`src/rtl/cr_xp10_decomp_fe_bit_aligner.sv`:
```
// XP10 decompressor front-end bit aligner: FIFO-buffered beats with a
// segment-latched leading bit offset stripped across beat boundaries.
module cr_xp10_decomp_fe_bit_aligner #(
   parameter int DWIDTH       = 64,
   parameter int DEPTH        = 8,
   parameter int AFULL_MARGIN = 2,
   localparam int BVW         = $clog2(DWIDTH / 8),
   localparam int OW          = $clog2(DWIDTH)
) (
   input  logic              clk,
   input  logic              rst_n,
   input  logic              in_wr,
   input  logic [DWIDTH-1:0] in_data,
   input  logic [BVW-1:0]    in_bytes_valid,
   input  logic              in_sof,
   input  logic              in_eob,
   input  logic              in_eof,
   output logic              in_afull,
   input  logic [OW-1:0]     align_offset,
   input  logic              align_clear,
   output logic              out_valid,
   input  logic              out_ready,
   output logic [DWIDTH-1:0] out_data,
   output logic [BVW-1:0]    out_bytes_valid,
   output logic              out_sof,
   output logic              out_eob,
   output logic              out_eof,
   output logic              out_empty
);

   localparam int AW = (DEPTH > 1) ? $clog2(DEPTH) : 1;
   localparam int CW = $clog2(DEPTH + 1);
   localparam int LW = OW + 1;

   typedef struct packed {
      logic [DWIDTH-1:0] data;
      logic [BVW-1:0]    bv;
      logic              sof;
      logic              eob;
      logic              eof;
   } beat_t;

   typedef enum logic [1:0] {IDLE, HOLD, FLUSH} state_t;

   beat_t             mem [DEPTH];
   logic [AW-1:0]     wr_ptr;
   logic [AW-1:0]     rd_ptr;
   logic [CW-1:0]     used;
   logic              wr_ok;
   logic              pop;
   logic              out_free;

   state_t            state;
   state_t            state_nx;
   beat_t             head;
   beat_t             hold;
   beat_t             hold_nx;
   logic [OW-1:0]     off;
   logic [OW-1:0]     off_nx;
   logic [LW-1:0]     c_bits;
   logic [LW-1:0]     h_bits;
   logic [LW-1:0]     vb;
   logic              c_last;
   logic              emit;
   logic [DWIDTH-1:0] e_data;
   logic              e_sof;
   logic              e_eob;
   logic              e_eof;
   logic              e_empty;

   function automatic logic [LW-1:0] bits_of(input logic [BVW-1:0] bv);
      return (bv == '0) ? LW'(DWIDTH) : LW'({bv, 3'b000});
   endfunction

   function automatic logic [BVW-1:0] bv_of(input logic [LW-1:0] n);
      return BVW'(({1'b0, n} + (LW + 1)'(7)) >> 3);
   endfunction

   function automatic logic [DWIDTH-1:0] mask_of(input logic [LW-1:0] n);
      logic [DWIDTH-1:0] one;
      one = {{(DWIDTH - 1){1'b0}}, 1'b1};
      return (n >= LW'(DWIDTH)) ? '1 : (one << n) - one;
   endfunction

   function automatic logic [AW-1:0] nxt(input logic [AW-1:0] p);
      return (p == AW'(DEPTH - 1)) ? '0 : p + 1'b1;
   endfunction

   assign head     = mem[rd_ptr];
   assign out_free = !out_valid || out_ready;
   assign wr_ok    = in_wr && !align_clear && (used != CW'(DEPTH));
   assign pop      = (used != '0) && out_free && (state != FLUSH) && !align_clear;
   assign in_afull = used >= CW'(DEPTH - AFULL_MARGIN);

   always_ff @(posedge clk) begin
      if (wr_ok) begin
         mem[wr_ptr] <= '{data: in_data, bv: in_bytes_valid,
                          sof: in_sof, eob: in_eob, eof: in_eof};
      end
   end

   always_ff @(posedge clk or negedge rst_n) begin
      if (!rst_n) begin
         wr_ptr <= '0;
         rd_ptr <= '0;
         used   <= '0;
      end else if (align_clear) begin
         wr_ptr <= '0;
         rd_ptr <= '0;
         used   <= '0;
      end else begin
         if (wr_ok) wr_ptr <= nxt(wr_ptr);
         if (pop)   rd_ptr <= nxt(rd_ptr);
         used <= used + CW'(wr_ok) - CW'(pop);
      end
   end

   always_comb begin
      state_nx = state;
      hold_nx  = hold;
      off_nx   = off;
      emit     = 1'b0;
      vb       = '0;
      e_data   = '0;
      e_sof    = 1'b0;
      e_eob    = 1'b0;
      e_eof    = 1'b0;
      e_empty  = 1'b0;
      c_last   = head.eob || head.eof;
      c_bits   = bits_of(head.bv);
      h_bits   = bits_of(hold.bv);
      unique case (state)
         IDLE: if (pop) begin
            if (!c_last) begin
               state_nx = HOLD;
               off_nx   = align_offset;
               hold_nx  = head;
            end else begin
               emit  = 1'b1;
               e_sof = head.sof;
               e_eob = head.eob;
               e_eof = head.eof;
               if (c_bits > LW'(align_offset)) begin
                  vb     = c_bits - LW'(align_offset);
                  e_data = head.data >> align_offset;
               end else begin
                  e_empty = 1'b1;
               end
            end
         end
         HOLD: if (pop) begin
            emit    = 1'b1;
            e_sof   = hold.sof;
            e_data  = DWIDTH'({head.data, hold.data} >> off);
            hold_nx = head;
            // sof only ever travels with the segment's first held beat
            hold_nx.sof = 1'b0;
            if (!c_last) begin
               vb = LW'(DWIDTH);
            end else if (c_bits <= LW'(off)) begin
               vb       = LW'(DWIDTH) - LW'(off) + c_bits;
               e_eob    = head.eob;
               e_eof    = head.eof;
               state_nx = IDLE;
            end else begin
               vb       = LW'(DWIDTH);
               state_nx = FLUSH;
            end
         end
         FLUSH: if (out_free && !align_clear) begin
            emit     = 1'b1;
            vb       = h_bits - LW'(off);
            e_data   = hold.data >> off;
            e_eob    = hold.eob;
            e_eof    = hold.eof;
            state_nx = IDLE;
         end
         default: state_nx = IDLE;
      endcase
      e_data = e_data & mask_of(vb);
   end

   always_ff @(posedge clk or negedge rst_n) begin
      if (!rst_n) begin
         state           <= IDLE;
         hold            <= '0;
         off             <= '0;
         out_valid       <= 1'b0;
         out_data        <= '0;
         out_bytes_valid <= '0;
         out_sof         <= 1'b0;
         out_eob         <= 1'b0;
         out_eof         <= 1'b0;
         out_empty       <= 1'b0;
      end else if (align_clear) begin
         state     <= IDLE;
         hold      <= '0;
         out_valid <= 1'b0;
      end else begin
         state <= state_nx;
         hold  <= hold_nx;
         off   <= off_nx;
         if (emit) begin
            out_valid       <= 1'b1;
            out_data        <= e_data;
            out_bytes_valid <= bv_of(vb);
            out_sof         <= e_sof;
            out_eob         <= e_eob;
            out_eof         <= e_eof;
            out_empty       <= e_empty;
         end else if (out_ready) begin
            out_valid <= 1'b0;
         end
      end
   end

endmodule

```
`config.mk`:
```
export PLATFORM = sky130hd
export DESIGN_NAME = cr_xp10_decomp_fe_bit_aligner
export DESIGN_NICKNAME = d
export VERILOG_FILES = /design/src/rtl/cr_xp10_decomp_fe_bit_aligner.sv
export SDC_FILE = /design/constraint.sdc
export NUM_CORES = 2
export LEC_CHECK = 0
export CAP_MARGIN = 40
export CORE_MARGIN = 8
export CORE_UTILIZATION = 45
export CTS_CLUSTER_SIZE = 28
export DETAILED_ROUTE_END_ITERATION = 10
export HOLD_SLACK_MARGIN = 0.08
export PLACE_DENSITY_LB_ADDON = 0.08
export SLEW_MARGIN = 40
export SYNTH_ARGS = -nofsm -noshare
export SYNTH_HDL_FRONTEND = slang
export SYNTH_SLANG_ARGS = --single-unit
```
`constraint.sdc`:
```
create_clock -name clk -period 17.82 [get_ports clk]
set_clock_uncertainty 0.2 [all_clocks]
set_input_delay 1.782 -clock clk [delete_from_list [all_inputs] [get_ports clk]]
set_output_delay 1.782 -clock clk [all_outputs]
set_load 0.02 [all_outputs]
```
==> flow_metrics.env <==
export IMPL_cts_buffer_depth=3
export IMPL_fill_cells=7964
export IMPL_r2r_start="rd_ptr[2]"
export IMPL_insertion_delay_ps=660
export IMPL_yosysUniqueCellTypes=84
export IMPL_grt_start_max_net_pins=99
export IMPL_finalWirelength_um=162800
export IMPL_die_h_um=320.4
export IMPL_dr_first_iter_drc_count=3808
export IMPL_ys_seq_elements=720
export IMPL_path_clk_slew_ps=60
export IMPL_power_density_nw_per_um2=192.9
export IMPL_seqPwrFrac_pct=24.3
export IMPL_synth_avg_cell_area_sq_um=12.11
export IMPL_crit_path_end="out_data[28]"
export IMPL_synthArstFlopShare_pct=22.22
export IMPL_period_share_pct=42.39
export IMPL_design_area_sq_um=47340
export IMPL_dp_slack_ps=9382
export IMPL_slew_viol_final=0
export IMPL_crit_start="align_offset[0]"
export IMPL_cts_buffers_inserted=77
export IMPL_holdWs_ps=273.0
export IMPL_start_util_pct=45.43
export IMPL_place_hpwl_um=120400
export IMPL_drc=0
export IMPL_core_rowCount=111
export IMPL_crit_fanout=38
export IMPL_cp_end_kind="register"
export IMPL_syn2layout_area_growth_pct=13.52
export IMPL_ios=154
export IMPL_syn_nets=3553
export IMPL_grt_usage_pct=31.00
export IMPL_layout_drive_gt1_share_pct=18.53
export IMPL_yosysWarnings=0
export IMPL_tns_ps=0
export IMPL_hp_class="reg2reg"
export IMPL_htreeDepth=3
export IMPL_overflow=0
export IMPL_status="finished clean"
export IMPL_dr_pass1_iters=8
export IMPL_dieArea_sq_um=102700
export IMPL_r2r_end="out_data[28]"
export IMPL_pwr_share_clk_pct=17.3
export IMPL_grt_pass1_wl_um=231200
export IMPL_fin_nets=3605
export IMPL_synthCells=3445
export IMPL_wl_per_cell_um=33.91
export IMPL_num_vias=31407
export IMPL_worstMarginPinSlew_ps=933.2
export IMPL_finalSetupViolCount=0
export IMPL_postRouteAntennaNets=0
export IMPL_yosysSeqAreaShare_pct=49.92
export IMPL_worst_slack_ps=10270
export IMPL_core_area_sq_um=91800
export IMPL_worstSetupStartpointType="input port"
export IMPL_cp_data_required_time_ps=18120
export IMPL_holdBufCountCts=0
export IMPL_leakage_nw=17.17
export IMPL_fp_dieW_um=320.4
export IMPL_synth_ff_type="edfxtp_1"
export IMPL_path_class="in2reg"
export IMPL_register_area_sq_um=20840
export IMPL_intPower_w=0.004713
export IMPL_fin_cells=4802
export IMPL_multi_input_area_sq_um=19900
export IMPL_first_global_vias=30759
export IMPL_viasPerCell=6.540
export IMPL_r2r_setup_slack_ps=10630
export IMPL_clock_sinks=720
export IMPL_drv_cap=0
export IMPL_slew_headroom_pct=37.13
export IMPL_combPwrFrac_pct=58.4
export IMPL_cts_root_buf="clkbuf_16"
export IMPL_place_area_sq_um=44760
export IMPL_synth_edf_count=560
export IMPL_port_buffers=153
export IMPL_fmax_ghz=0.1324
export IMPL_ir_worst_vdd_mv=0.1018
export IMPL_cts_resized=0
export IMPL_worstHoldStart="out_bytes_valid[1]"
export IMPL_synthesis_area_sq_um=41700
export IMPL_gp_congestion=1.022
export IMPL_net_switching_power_w=0.004420
export IMPL_arrival_ps=7850
export IMPL_dp_cells=4659
export IMPL_r2r_cells=18
export IMPL_final_hold_viol_count=0
export IMPL_antenna_found_initial=3
export IMPL_cts_tree="built"
export IMPL_rsz0062_at_grt="false"
export IMPL_netSwitchingFraction_pct=48.40
export IMPL_post_cts_buffers=0
export IMPL_finalWorstPathRequiredPeriod_ps=7554
[cells by family after synthesis]
logic type | Yosys count | synth area share [%]
AND/OR/NAND/NOR | 938 | 9.567
AO/OA/AOI/OAI | 731 | 11.58
flip-flops | 720 | 49.92
multiplexers | 696 | 24.69
buffers and inverters | 309 | 2.889
adder cells (fa/ha/maj) | 27 | 0.8460
XOR/XNOR | 24 | 0.5040
[cells in the mapped netlist, drive strengths merged (11+ instances only)]
| master | number | area [sq um] |
|---|---|---|
| a22oi | 17 | 127.6 |
| nor2 | 297 | 1117 |
| o22ai | 28 | 175.2 |
| a22o | 24 | 210.2 |
| edfxtp | 560 | 16820 |
| nand2b | 11 | 68.82 |
| a21oi | 161 | 813.3 |
| a221oi | 15 | 143.9 |
| nand3 | 26 | 130.1 |
| and2 | 19 | 121.4 |
| a211oi | 43 | 327.8 |
| a21o | 20 | 150.1 |
| ha | 25 | 312.8 |
| o31ai | 43 | 322.8 |
| o211ai | 42 | 329.1 |
| clkbuf | 168 | 630.6 |
| xnor2 | 14 | 122.6 |
| dfrtp | 160 | 4004 |
| inv | 41 | 153.9 |
| a31oi | 18 | 118.9 |
| nor3 | 48 | 256.5 |
| mux4 | 253 | 5698 |
| nand3b | 42 | 315.3 |
| o221ai | 21 | 183.9 |
| nand2 | 451 | 1693 |
| o21ai | 202 | 1011 |
| mux2i | 320 | 3216 |
| mux2 | 123 | 1385 |
| or3 | 13 | 81.33 |
| buf | 100 | 420.4 |
[metal layers]
layer | share of wire (%) | routed length, um | up-vias | GRT usage [%]
met2 | 45 | 74050 | 1557 | 48.48
met3 | 8.0 | 12960 | 331 | 5.988
met4 | 5.7 | 9260 | 2 | 15.36
li1 | - | - | 13429 | -
met5 | 0.0080 | 13 | - | 0
met1 | 41 | 66530 | 16088 | 41.41
[area by class of cell]
type,count,area share [%]
timing repair buffer,241,4.966
tap,1243,3.285
multi-input combinational,2416,42.04
clock inverter,45,1.028
inverter,41,0.3489
antenna,2,0.01057
clock buffer,94,4.292
sequential,720,44.03
[power by group through the flow]
stage	Combinational [W]	Clock, W	Sequential, W
finish	0.00533	0.00158	0.00222
global route	0.00556	0.00167	0.00224
CTS	0.00518	0.00162	0.00222
detailed placement	0.00515	0	0.00225
global placement	0.00512	0	0.00224
floorplan	0.00325	0	0.00215
[layout by cell type (no fill, tap or decap), drive strengths merged, types with 90 or more instances in the layout]
cell type      netlist  layout
edfxtp             560     560
nand2              451     451
mux2i              320     320
nor2               297     297
mux4               253     253
o21ai              202     202
a21oi              161     161
dfrtp              160     160
clkdlybuf4s50        0     150
mux2               123     123
clkbuf             168      95
buf                100      90
[per-stage QoR]
step                      utilization (%)  total power, W
after floorplan                         -        0.005405
after global placement              48.47        0.007360
after detailed placement            48.76        0.007404
after CTS                           51.50        0.009014
after global routing                51.57        0.009471
final                               51.57        0.009132
[state kept, by name, summed over array words and instances (netlist names), 2 cells and up]
name	flops
hold	70
mem	560
off	6
out_bytes_valid	3
out_data	64
rd_ptr	3
state	2
used	4
wr_ptr	3
[worst min-delay path by stage]
stage	end	slack, ps	depth (start not counted)
3_5_place_dp	out_data[27]	260	2
5_1_grt	out_bytes_valid[1]	300	1
6_report	out_bytes_valid[1]	270	1
2_1_floorplan	hold[6]	250	2
4_1_cts	out_data[27]	270	2
3_3_place_gp	out_data[27]	260	2
[critical path: stages]
cell             delay (ps)
clkdlybuf4s50_1         460
buf_4                   330
clkinv_2                670
nand3_1                 390
o21ai_0                 200
a311o_1                 460
and2_4                  260
a221o_1                 610
nor3_1                  240
buf_4                   250
nand2_1                 100
ha_1                    460
o21ai_1                 210
a2bb2oi_1               480
nand2_1                 180
o21ai_0                 540
a22oi_1                 180
Note: power is estimated with default switching activity, not from simulation.
